==> config.mk <==
export PLATFORM = sky130hd
export DESIGN_NAME = fetch_stage
export DESIGN_NICKNAME = d
export VERILOG_FILES = /design/src/rtl/fetch_stage.sv
export SDC_FILE = /design/constraint.sdc
export NUM_CORES = 1
export LEC_CHECK = 0
export ABC_AREA = 1
export BUFFER_PORTS_ARGS = -buffer_cell sky130_fd_sc_hd__buf_2
export CAP_MARGIN = 40
export CORE_ASPECT_RATIO = 0.7
export CORE_MARGIN = 1.5
export CORE_UTILIZATION = 35
export CTS_CLUSTER_DIAMETER = 80
export DETAILED_ROUTE_END_ITERATION = 6
export SYNTH_ARGS = -nofsm -noshare
export SYNTH_HDL_FRONTEND = slang
export SYNTH_SLANG_ARGS = --single-unit
export TNS_END_PERCENT = 50
==> constraint.sdc <==
create_clock -name clk -period 5.61 [get_ports clk]
set_input_delay 1.122 -clock clk [delete_from_list [all_inputs] [get_ports clk]]
set_output_delay 1.122 -clock clk [all_outputs]
set_load 0.03 [all_outputs]
==> src/rtl/fetch_stage.sv <==
// Instruction fetch: PC, in-order imem requests, 2-entry instruction FIFO.
// Optional FETCH_BUBBLE_CNT_EN adds a bubble_cnt port counting empty cycles.
module fetch_stage #(
   parameter logic [31:0] RESET_PC = 32'h0000_0000
) (
   input  logic        clk,
   input  logic        rst,
   output logic        imem_req_valid,
   input  logic        imem_req_ready,
   output logic [31:0] imem_addr,
   input  logic        imem_rsp_valid,
   input  logic [31:0] imem_rsp_data,
   input  logic        redirect_valid,
   input  logic [31:0] redirect_pc,
   input  logic        id_ready,
   output logic        instr_valid,
   output logic [31:0] instruction_out,
   output logic [31:0] pc_out,
   output logic [31:0] pc_plus4_out,
   output logic        id_flush
`ifdef FETCH_BUBBLE_CNT_EN
   ,
   output logic [31:0] bubble_cnt
`endif
);

   typedef struct packed {
      logic [31:0] word;
      logic [31:0] pc;
   } fifo_entry_t;

   localparam logic [31:0] BOOT_PC = RESET_PC & ~32'h3;

   logic [31:0] fetch_pc;
   logic [31:0] resp_pc;
   logic [1:0]  outstanding;
   logic [1:0]  discard;
   logic [1:0]  fifo_count;
   fifo_entry_t fifo_q [2];
   logic        rd_ptr;
   logic        wr_ptr;

   logic        pop;
   logic        push;
   logic        drop;
   logic        accept;
   logic        credit;
   logic [31:0] redir_target;

   assign redir_target = redirect_pc & ~32'h3;

   always_comb begin
      pop    = instr_valid & id_ready & ~redirect_valid;
      // pop frees a slot this cycle, so it counts as credit right away
      credit = ({1'b0, outstanding} + {1'b0, fifo_count})
               < (3'd2 + {2'b00, pop});
      imem_req_valid = ~rst & ~redirect_valid & credit;
      accept = imem_req_valid & imem_req_ready;
      drop   = imem_rsp_valid & (discard != 2'd0);
      push   = imem_rsp_valid & (discard == 2'd0) & ~redirect_valid;
   end

   always_ff @(posedge clk or posedge rst) begin
      if (rst) begin
         fetch_pc    <= BOOT_PC;
         resp_pc     <= BOOT_PC;
         outstanding <= 2'd0;
         discard     <= 2'd0;
         fifo_count  <= 2'd0;
         rd_ptr      <= 1'b0;
         wr_ptr      <= 1'b0;
      end else begin
         outstanding <= outstanding + {1'b0, accept}
                        - {1'b0, imem_rsp_valid};
         if (redirect_valid) begin
            fetch_pc   <= redir_target;
            resp_pc    <= redir_target;
            // whatever is still in flight after this cycle is squashed
            discard    <= outstanding - {1'b0, imem_rsp_valid};
            fifo_count <= 2'd0;
            rd_ptr     <= 1'b0;
            wr_ptr     <= 1'b0;
         end else begin
            if (accept) fetch_pc <= fetch_pc + 32'd4;
            if (drop) discard <= discard - 2'd1;
            if (push) begin
               resp_pc <= resp_pc + 32'd4;
               wr_ptr  <= ~wr_ptr;
            end
            if (pop) rd_ptr <= ~rd_ptr;
            fifo_count <= fifo_count + {1'b0, push} - {1'b0, pop};
         end
      end
   end

   always_ff @(posedge clk) begin
      if (push) begin
         fifo_q[wr_ptr].word <= imem_rsp_data;
         fifo_q[wr_ptr].pc   <= resp_pc;
      end
   end

   assign imem_addr       = fetch_pc;
   assign instr_valid     = (fifo_count != 2'd0);
   assign instruction_out = instr_valid ? fifo_q[rd_ptr].word : 32'h0;
   assign pc_out          = instr_valid ? fifo_q[rd_ptr].pc : 32'h0;
   assign pc_plus4_out    = pc_out + 32'd4;
   assign id_flush        = ~instr_valid | redirect_valid;

`ifdef FETCH_BUBBLE_CNT_EN
   always_ff @(posedge clk or posedge rst) begin
      if (rst) bubble_cnt <= 32'd0;
      else if (!instr_valid) bubble_cnt <= bubble_cnt + 32'd1;
   end
`endif

endmodule

# --- Word-level counts from Yosys, hierarchy flattened ---
# Memory sizes are Yosys's and may differ from the RTL's.
# Cells that the tools add are included.
totals:
  register_bits: 72
  ram_bits: 128
  inputBits: 70
  out_inout_bits: 131
  elab_cells: 56
  mem_count: 1
op_classes:
  n_addsub: 11
  magnitude_cmp: 1
  n_mux: 15
  bitwise_logic: 14
  reduce_logical: 7
mem_list:
  columns: ["name", "words", "word_bits", "read_ports", "rd_clocked_by_memory_dff", "wr", "line", "rtl"]
  rows:
  - ["fifo_q", 2, 64, 1, 0, 1, "39", "fifo_entry_t fifo_q [2];"]
ops:
  columns: ["cell", "count"]
  rows:
  - ["$mux W32", 6]
  - ["$add A32 B3 Y32 const B", 3]
  - ["$reduce_bool A2 Y1", 6]
  - ["$and A1 B1 Y1", 8]
  - ["$mux W1", 6]
  - ["$mux W2", 3]
  - ["$sub A2 B1 Y2", 3]
  - ["$not A1 Y1", 5]
  - ["$add A2 B1 Y2", 2]
  - ["$add A2 B1 Y3 const A", 1]
  - ["$add A2 B2 Y3", 1]
  - ["$lt A3 B3 Y1", 1]
  - ["$logic_not A2 Y1", 1]
  - ["$sub A2 B1 Y2 const B", 1]
  - ["$or A1 B1 Y1", 1]

# --- Depth between registers and ports, before layout ---
logic_depth:
  depth_word: 9
  ltp_mapped: 15
  depth_no_buf: 13

# --- Worst setup path before layout ---
# OpenSTA, ideal clock, no wires.
synth_path:
  path_type: "in2reg"
  startpoint: "input imem_rsp_valid"
  endpoint: "memory fifo_q[0][10] (netlist bit), enable pin"
  setup_ps: 484
  arrival_ps: 4298
  required_time_ps: 5126
  setup_slack_ps: 828
  stages: 4
  n_path_buf: 0
  cell_sequence: "nand2_1 nor2_1 clkinv_1 nor2_1"
synth_between:
  elab_chain_cells: 4
synth_lines:
  columns: ["element", "line", "rtl"]
  rows:
  - ["start, declared", "11", "input logic imem_rsp_valid,"]
  - ["$and A1 B1 Y1 (2 in a row)", "60", "push = imem_rsp_valid & (discard == 2'd0) & ~redirect_valid;"]
  - ["$mux W1", "97", "if (push) begin"]
  - ["$mux W1 (implied by the code)", "99", "fifo_q[wr_ptr].pc <= resp_pc;"]
  - ["end, declared", "39", null]
# No other way between the ends.

# --- Worst setup path after layout ---
layout_path:
  startpoint: "register rd_ptr"
  endpoint: "output pc_plus4_out[12]"
layout_between:
  elab_chain_cells: 3
layout_lines:
  columns: ["element", "line", "rtl"]
  rows:
  - ["start, declared", "40", "logic rd_ptr;"]
  - ["start signal, assigned", "90", "if (pop) rd_ptr <= ~rd_ptr;"]
  - ["$mem_v2 Z2 W64", null, null]
  - ["$mux W32", "106", "assign pc_out = instr_valid ? fifo_q[rd_ptr].pc : 32'h0;"]
  - ["$add A32 B3 Y32", "107", "assign pc_plus4_out = pc_out + 32'd4;"]
  - ["end, declared", "19", "output logic [31:0] pc_plus4_out,"]
# No other way between the ends.

==> flow_summary.json <==
{
  "status": "completed",
  "async_flop_share": 0.3542,
  "yosys_warnings": 0,
  "cp_data_arrival_time_ps": 3050,
  "worstPathRequired_ps": 4490,
  "overflow": 0,
  "tns_ps": 0,
  "insertion_delay_ps": 430,
  "seq_area_frac_synth": 0.5241,
  "ctsHoldBuffers": 0,
  "start_kind": "register",
  "std_cell_rows": 52,
  "finalSetupViolCount": 0,
  "avgSynthCellArea_sq_um": 8.197,
  "port_buffers": 192,
  "vias": 8804,
  "timing.hold.ws_ps": 539.4,
  "grt_pass1_wl_mm": 44.57,
  "ant_nets": 0,
  "powerDensity_nw_per_um2": 376.0,
  "cts_buffers": 17,
  "synth_area_leaders": "edfxtp_1 36%, nand2_1 18%, dfrtp_1 16%, nand3_1 5.7%, nor2_1 4.1%",
  "drive_above_1_share": 0.1894,
  "synth_top_area_cell": "edfxtp_1",
  "synth_top_area_frac": 0.3597,
  "ir_worst_vdd_uv": 183.5,
  "ios": 201,
  "start_util": 0.3568,
  "p_leak_nw": 5.679,
  "cts_resized": 0,
  "clk_pin_slew_ps": 70,
  "fp.dieArea_sq_um": 30640,
  "post-dp-hpwl_mm": 20.62,
  "max_freq_mhz": 239.9,
  "grt_start_max_net_pins": 66,
  "antenna_found_initial": 0,
  "max_slew.worst_pin.slew_ps": 864.7,
  "worstSetupEndpointType": "output pin",
  "fin_area_sq_um": 12210,
  "dpl-instance-area_sq_um": 11650,
  "grt_setup_unrepaired": "false",
  "finalCritPeriodShare": 0.7429,
  "nets": 1526,
  "die_w_um": 208.6,
  "final-hold-violation-count": 0,
  "synth_edf_count": 124,
  "synth_common_cells": "495 x nand2_1, 124 x edfxtp_1, 118 x nand3_1",
  "die_y_um": 146.9,
  "utilization": 0.4206,
  "hold_path.class": "reg -> reg",
  "cap_violations": 0,
  "cts_tree": "done",
  "core_area_sq_um": 29020,
  "postCtsSetupBuffers": 0,
  "syn_to_final_growth_pct": 17.90,
  "slew_headroom": 0.4236,
  "wl_mm": 28.38,
  "synth_seq_cells": 192,
  "via_per_inst": 4.798,
  "worst_clock_skew_ps": 11.35,
  "cts_sinks": 192,
  "clockRootBuffer": "clkbuf_16",
  "drt_iter0_markers": 781,
  "clockBufferDepth": 2,
  "path_max_fanout": 65,
  "h-tree-depth": 4,
  "ys_types": 38,
  "drv_slew": 0,
  "antennaDiodeCount": 0,
  "syn_area_sq_um": 10350,
  "drc": 0,
  "grt_usage": 0.1878,
  "syn-instance-count": 1263,
  "place.gp.congestion": 0.9045,
  "firstDrtPassIters": 5,
  "fin_crit_ps": 4168,
  "grt_pass1_vias": 7980,
  "drt-wirelength-per-cell_um": 15.46,
  "synth.most_common_cell": "nand2_1",
  "synthFlopType": "edfxtp_1",
  "crit_type": "reg -> out"
}
[report_power, final]
| part | internal [mW] | switching, mW | total (mW) |
|---|---|---|---|
| Sequential | 1.70 | 0.186 | 1.89 |
| Combinational | 0.410 | 1.12 | 1.53 |
| Clock | 0.619 | 0.552 | 1.17 |
| Total | 2.73 | 1.86 | 4.59 |
[worst paths after layout]
check                       startpoint                to  slack (ps)  cells past startpoint
max                             rd_ptr  pc_plus4_out[12]        1440                     11
min                        resp_pc[30]     fifo_q[0][30]         540                      0
max reg2reg                 discard[0]       resp_pc[17]        2870                     10
min reg2reg                resp_pc[30]     fifo_q[0][30]         540                      0
max in group asynchronous          rst            rd_ptr        4270                      4
min in group asynchronous          rst    outstanding[1]         780                      3
[worst max-delay path, stage by stage, from the launching register on]
cell     delay [ps]
dfrtp_2         360
buf_4           560
or2_2           240
nand2_2         110
inv_2           130
ha_1            200
nand3_1         130
nor2_4          190
nand2_4         110
nor2_4          170
xor2_1          160
buf_2           210
[state kept, by name (all words and copies together), names as in the netlist]
name and cells:
fifo_q 124, imem_addr 30, resp_pc 30, discard 2, fifo_count 2, outstanding 2, rd_ptr 1, wr_ptr 1
[stage by stage]
step | std cells | total power [mW] | setup WS (ps)
global route | 1835 | 4.855 | 1193
finish | 1835 | 4.590 | 1442
detailed placement | 1804 | 3.447 | 1636
floorplan | 1268 | 2.984 | 828.1
CTS | 1835 | 4.619 | 1408
global placement | 1803 | 3.424 | 1670
[cells by family after synthesis]
group,share of synthesized area
adders and majority gates,0.01402
xor gates and xnor gates,0.03638
buffers and inverters,0.06406
AOI/OAI and AO/OA,0.03698
DFF,0.5241
and+or+nand+nor,0.3242
other,0.0003622
[metal layers]
| layer | up-vias | part of all wire | global-route usage |
|---|---|---|---|
| li1 | 4416 | - | - |
| met3 | 15 | 0.063 | 0.03527 |
| met5 | - | 0 | 0 |
| met1 | 4077 | 0.52 | 0.2914 |
| met2 | 296 | 0.41 | 0.2697 |
| met4 | 0 | 0.0071 | 0.03986 |
[layout by cell type, fill, tap and decap left out, types with 13 or more instances in the layout]
cell type	instances
a21oi_1	43
nand3_1	118
xor2_1	32
nand3b_1	13
inv_1	99
o21ai_0	13
dfrtp_1	67
nor2_1	111
clkbuf_16	17
edfxtp_1	124
buf_2	192
nand2_1	495
[area by class of cell]
class	instances	area, sq um
clock buffers	17	425.4
clock inverters	14	132.6
fillers	2898	16810
inverters	109	409.1
multi-input cells	924	4298
flip-flops and latches	192	5426
well taps	378	473.0
repair buffers	201	1041
No activity file was read; power rests on OpenSTA's default activity.
